--- src/rtl/lz77_match_sched_if.sv ---
// lz77_match_sched_if
// Groups every non-clock/reset signal of the LZ77 match-candidate sequencer.
//   start, map, base, lim, flush : search request and control (into the scheduler)
//   cand_val, cand_rdy, cand_pos,
//   cand_last                    : candidate stream to the match-length engine
//   busy, done, cnt              : status (out of the scheduler)
// The slave modport is the scheduler's view; master is the requester/consumer view.
interface lz77_match_sched_if #(
  parameter int ADR_WD = 16,
  parameter int CNT_WD = 7
);
  logic              start;
  logic [63:0]       map;
  logic [ADR_WD-1:0] base;
  logic [CNT_WD-1:0] lim;
  logic              flush;
  logic              cand_val;
  logic              cand_rdy;
  logic [ADR_WD-1:0] cand_pos;
  logic              cand_last;
  logic              busy;
  logic              done;
  logic [CNT_WD-1:0] cnt;

  modport slave (
    input  start, map, base, lim, flush, cand_rdy,
    output cand_val, cand_pos, cand_last, busy, done, cnt
  );

  modport master (
    output start, map, base, lim, flush, cand_rdy,
    input  cand_val, cand_pos, cand_last, busy, done, cnt
  );
endinterface

--- src/rtl/lz77_match_sched.sv ---
// lz77_match_sched
// Latches a 64-bit match bitmap and streams one candidate window position per
// cycle (lowest set bit first) over a valid/ready handshake, clearing each bit
// as it is accepted. A programmable limit caps the candidates per search.
// Ports:
//   clk  - clock, rising edge
//   rst  - asynchronous active-high reset
//   bus  - lz77_match_sched_if.slave (request, candidate stream, status)
module lz77_match_sched #(
  parameter int ADR_WD = 16,
  parameter int CNT_WD = 7
) (
  input logic                clk,
  input logic                rst,
  lz77_match_sched_if.slave  bus
);

  typedef enum logic [1:0] {IDLE, SCAN, DONE} state_t;

  state_t            state;
  logic [63:0]       map_r;
  logic [ADR_WD-1:0] base_r;
  logic [CNT_WD-1:0] cnt_r;
  logic [CNT_WD-1:0] lim_r;

  logic [6:0]        p;
  logic [63:0]       map_next;
  logic              hit;
  logic              last;

  // Lowest-set-bit detector: index+1 of the lowest set bit, 65 when empty.
  // Scanning from the top down lets the lowest set bit win.
  always_comb begin
    p = 7'd65;
    for (int i = 63; i >= 0; i--) begin
      if (map_r[i]) p = 7'(i + 1);
    end
  end

  // x & (x-1) clears exactly the lowest set bit, i.e. bit p-1.
  // The last flag fires when the map would empty or the limit would be reached.
  always_comb begin
    map_next = map_r & (map_r - 64'd1);
    hit      = (state == SCAN) && (map_r != 64'd0);
    last     = hit && ((map_next == 64'd0) ||
                       ((lim_r != '0) && (CNT_WD'(cnt_r + CNT_WD'(1)) == lim_r)));
  end

  // Main sequencer. Flush overrides everything except reset and discards the
  // map without touching the count. Remaining bits are dropped when a search
  // ends early on the limit.
  always_ff @(posedge clk or posedge rst) begin
    if (rst) begin
      state  <= IDLE;
      map_r  <= '0;
      base_r <= '0;
      cnt_r  <= '0;
      lim_r  <= '0;
    end else if (bus.flush) begin
      state <= IDLE;
      map_r <= '0;
    end else begin
      case (state)
        IDLE: begin
          if (bus.start) begin
            map_r  <= bus.map;
            base_r <= bus.base;
            lim_r  <= bus.lim;
            cnt_r  <= '0;
            state  <= (bus.map == 64'd0) ? DONE : SCAN;
          end
        end
        SCAN: begin
          if (hit && bus.cand_rdy) begin
            cnt_r <= cnt_r + CNT_WD'(1);
            if (last) begin
              map_r <= '0;
              state <= DONE;
            end else begin
              map_r <= map_next;
            end
          end
        end
        DONE:    state <= IDLE;
        default: state <= IDLE;
      endcase
    end
  end

  // Position is forced to 0 when the map is empty so the reset value is clean.
  assign bus.cand_pos  = (map_r != 64'd0) ? base_r + ADR_WD'(p - 7'd1) : '0;
  assign bus.cand_val  = hit;
  assign bus.cand_last = last;
  assign bus.busy      = (state != IDLE);
  assign bus.done      = (state == DONE);
  assign bus.cnt       = cnt_r;

endmodule

--- src/flat_wrapper.sv ---
// flat-port wrapper written by rule: the top's interface ports become plain ports
module lz77_match_sched_flat 
#(
  parameter int ADR_WD = 16,
  parameter int CNT_WD = 7
)
  (clk, rst, bus_start, bus_map, bus_base, bus_lim, bus_flush, bus_cand_rdy, bus_cand_val, bus_cand_pos, bus_cand_last, bus_busy, bus_done, bus_cnt);
  lz77_match_sched_if #(.ADR_WD(ADR_WD), .CNT_WD(CNT_WD)) bus_i ();
  input logic clk;
  input logic rst;
  input wire logic [$bits(bus_i.start)-1:0] bus_start;
  input wire logic [$bits(bus_i.map)-1:0] bus_map;
  input wire logic [$bits(bus_i.base)-1:0] bus_base;
  input wire logic [$bits(bus_i.lim)-1:0] bus_lim;
  input wire logic [$bits(bus_i.flush)-1:0] bus_flush;
  input wire logic [$bits(bus_i.cand_rdy)-1:0] bus_cand_rdy;
  output wire logic [$bits(bus_i.cand_val)-1:0] bus_cand_val;
  output wire logic [$bits(bus_i.cand_pos)-1:0] bus_cand_pos;
  output wire logic [$bits(bus_i.cand_last)-1:0] bus_cand_last;
  output wire logic [$bits(bus_i.busy)-1:0] bus_busy;
  output wire logic [$bits(bus_i.done)-1:0] bus_done;
  output wire logic [$bits(bus_i.cnt)-1:0] bus_cnt;
  assign bus_i.start = bus_start;
  assign bus_i.map = bus_map;
  assign bus_i.base = bus_base;
  assign bus_i.lim = bus_lim;
  assign bus_i.flush = bus_flush;
  assign bus_i.cand_rdy = bus_cand_rdy;
  assign bus_cand_val = bus_i.cand_val;
  assign bus_cand_pos = bus_i.cand_pos;
  assign bus_cand_last = bus_i.cand_last;
  assign bus_busy = bus_i.busy;
  assign bus_done = bus_i.done;
  assign bus_cnt = bus_i.cnt;
  lz77_match_sched #(.ADR_WD(ADR_WD), .CNT_WD(CNT_WD)) u_core (.clk(clk), .rst(rst), .bus(bus_i));
endmodule
--- config.mk ---
export PLATFORM = sky130hd
export DESIGN_NAME = lz77_match_sched_flat
export DESIGN_NICKNAME = d
export VERILOG_FILES = /design/src/rtl/lz77_match_sched_if.sv /design/src/rtl/lz77_match_sched.sv /design/src/flat_wrapper.sv
export SDC_FILE = /design/constraint.sdc
export NUM_CORES = 1
export LEC_CHECK = 0
export ABC_AREA = 1
export CORE_MARGIN = 1
export CORE_UTILIZATION = 54
export CTS_BUF_LIST = sky130_fd_sc_hd__clkbuf_8
export DETAILED_ROUTE_END_ITERATION = 8
export PLACE_DENSITY = 0.81
export SETUP_SLACK_MARGIN = 0.3
export SLEW_MARGIN = 40
export SYNTH_ARGS = -nofsm -noshare
export SYNTH_HDL_FRONTEND = slang
export SYNTH_SLANG_ARGS = --single-unit
--- constraint.sdc ---
create_clock -name clk -period 10.1 [get_ports clk]
set_clock_uncertainty 0.05 [all_clocks]
set_input_delay 2.02 -clock clk [delete_from_list [all_inputs] [get_ports clk]]
set_output_delay 2.02 -clock clk [all_outputs]
set_load 0.005 [all_outputs]
==> results_dict.tcl <==
set metrics [dict create \
    synth.largest_area_cell "dfrtp_1" \
    fmax_mhz 110 \
    numPortBuffers 118 \
    chipHeight_um 118 \
    first_iter_violations 760 \
    synthMostInstantiatedCell "nand2_1" \
    cts_buffers 9 \
    vias 7589 \
    cp.required_ps 8030 \
    row_count 41 \
    cts-root-buf "clkbuf_8" \
    ys_top_cells_by_count "nand2_1 (174), nor2_1 (144), inv_1 (136)" \
    cts_tree "yes" \
    area.sequential_mm2 0.00240 \
    rrSetupSlack_ps 4910 \
    cp_common_cell "nand2_1" \
    finalCritPeriodShare_pct 89.9 \
    firstDrtPassIters 7 \
    cp_slowest_stage_delay_ps 410 \
    leakage_nw 4.12 \
    vias_per_cell 5.70 \
    clock_latency_ps 390 \
    grt_max_degree 77 \
    critPathKind "reg -> out" \
    fin_area_mm2 0.00879 \
    slew_headroom_pct 50.5 \
    yosysWarnings 0 \
    seq_area_frac_synth_pct 33.3 \
    crit_fanout 3 \
    status "complete, no violations" \
    syn_avg_cell_area_um2 6.92 \
    synthTopCellsByArea "dfrtp_1 (33%), nand2_1 (9.0%), nor2_1 (7.5%), inv_1 (7.1%), a21oi_1 (6.3%)" \
    peakVddDrop_mv 0.221 \
    hold_viol_final 0 \
    arrival_ps 7010 \
    multiInputGateArea_mm2 0.00397 \
    core_area_mm2 0.0128 \
    drv_cap 0 \
    drcViolationCount 0 \
    grt_pass1_vias 7026 \
    design.die.area_mm2 0.0138 \
    async_flop_share_pct 100 \
    critPathCaptureType "primary output" \
    layout-drive-gt1-share_pct 8.53 \
    synth_seq_cells 96 \
    tightest_slew_ps 742 \
    powerDensity_mw_per_mm2 395 \
    grt_overflow 0 \
    worstHoldPathType "reg -> reg" \
    setup-tns-final_ps 0 \
    cts_hold_buf 0 \
    cts.sinks 96 \
    wl_per_cell_um 15.1 \
    hold_slack_ps 475 \
    ys.flop_type "dfrtp_1" \
    syn_inst 1044 \
    synth_top_area_share_pct 33.3 \
    netlist_area_mm2 0.00722 \
    synth_edf_count 0 \
    hpwl_um 15000 \
    critPathLaunchType "flip-flop" \
    num_io_pins 119 \
    placed_area_mm2 0.00853 \
    rsz0062_at_grt "true" \
    h-tree-depth 3 \
    cp_slowest_cell "dfrtp_1" \
    nFillCells 1147 \
    die_x_um 118 \
    area_delta_synth_final_pct 21.8 \
    place_congestion 0.952 \
    setup_viol 0 \
    grt_usage_pct 30.1 \
    cts_buffer_depth 2 \
    grt_pass1_wl_um 33900 \
    path_clk_slew_ps 100 \
    wl_um 20100 \
    drv_slew 0 \
    post_synth_num_cell_types 38 \
    antennaDiodeCount 0 \
    drtAntennaViolNets 0 \
    fin_crit_ps 9080 \
    grt_antenna_before_repair 0 \
    start_util_pct 56.3 \
    final_nets 1266 \
]
-- placed cells by master (no fill, tap or decap), types with 24 or more instances in the layout --
cell type | netlist | final
nor4_1 | 36 | 36
inv_1 | 136 | 134
o22ai_1 | 70 | 70
nor3_1 | 65 | 64
clkdlybuf4s50_1 | 0 | 113
nand2_1 | 174 | 173
a21oi_1 | 91 | 88
nand3_1 | 25 | 24
dfrtp_1 | 96 | 96
nor2_1 | 144 | 143
-- worst paths after layout --
| kind | endpoint | start | depth (start not counted) |
|---|---|---|---|
| max | bus_cand_pos[15] | u_core.map_r[62]$_DFFE_PP0P_ | 92 |
| min | u_core.base_r[12]$_DFFE_PP0P_ | u_core.base_r[12]$_DFFE_PP0P_ | 1 |
| max reg2reg | u_core.map_r[12]$_DFFE_PP0P_ | u_core.map_r[8]$_DFFE_PP0P_ | 20 |
| min reg2reg | u_core.base_r[12]$_DFFE_PP0P_ | u_core.base_r[12]$_DFFE_PP0P_ | 1 |
| max in group asynchronous | u_core.map_r[38]$_DFFE_PP0P_ | rst | 3 |
| min in group asynchronous | u_core.base_r[7]$_DFFE_PP0P_ | rst | 2 |
-- power by group --
group / switching [mW] / internal (mW) / leakage, nW
Combinational: 1.45 / 1.10 / 2.78
Sequential: 0.132 / 0.523 / 1.26
Clock: 0.150 / 0.114 / 0.0835
Total: 1.74 / 1.74 / 4.12
-- cell families after synthesis --
| logic type | share of synthesized area (%) |
|---|---|
| fa+ha+maj | 3.40 |
| compound gates | 15.9 |
| flops | 33.3 |
| other cells | 0.0519 |
| simple gates | 29.4 |
| buf+inv | 12.6 |
| xor+xnor | 1.94 |
| mux | 3.43 |
-- worst max-delay path: cells and delay by family, from the launching register on --
kind                     cells  cell delay, ps
AND/OR/NAND/NOR             74            3990
AO/OA/AOI/OAI                8            1000
adder cells (fa/ha/maj)      2             530
buffers and inverters        7             500
flip-flops                   1             410
XOR/XNOR                     1             150
-- area by class of cell --
class	instances	share of cell area [%]
Timing Repair Buffer	128	14.6
Clock buffer	9	1.41
Multi-Input combinational cell	753	45.1
Inverter	167	8.29
Clock inverter	7	0.825
Tap cell	172	2.45
Sequential cell	96	27.3
-- stage by stage --
stage | power, mW | utilization, % | setup WS (ps) | cells
detailed placement | 3.10 | 66.5 | 1140 | 1313
global placement | 3.07 | 66.4 | 1280 | 1312
global route | 3.83 | 68.6 | 96.3 | 1332
CTS | 3.38 | 68.1 | 655 | 1329
finish | 3.47 | 68.6 | 1020 | 1332
floorplan | 2.32 | - | 2290 | 1051
-- repair_timing --
item	CTS	global route
buffers inserted	0	3
resized for setup	0	16
endpoints found under the hold margin	0	0
endpoints found under the setup margin	0	6
-- registers in the layout (all words and copies together), names as in the netlist --
name and flops:
u_core.map_r 64, u_core.base_r 16, u_core.bus.cnt 7, u_core.lim_r 7, u_core.state 2
-- metal layers --
layer | routed length (µm) | track usage (%)
met1 | 9100 | 42.5
met2 | 9250 | 46.9
met5 | 0 | 0
met3 | 1480 | 5.91
met4 | 277 | 8.09
(Power assumes the default switching activity.)
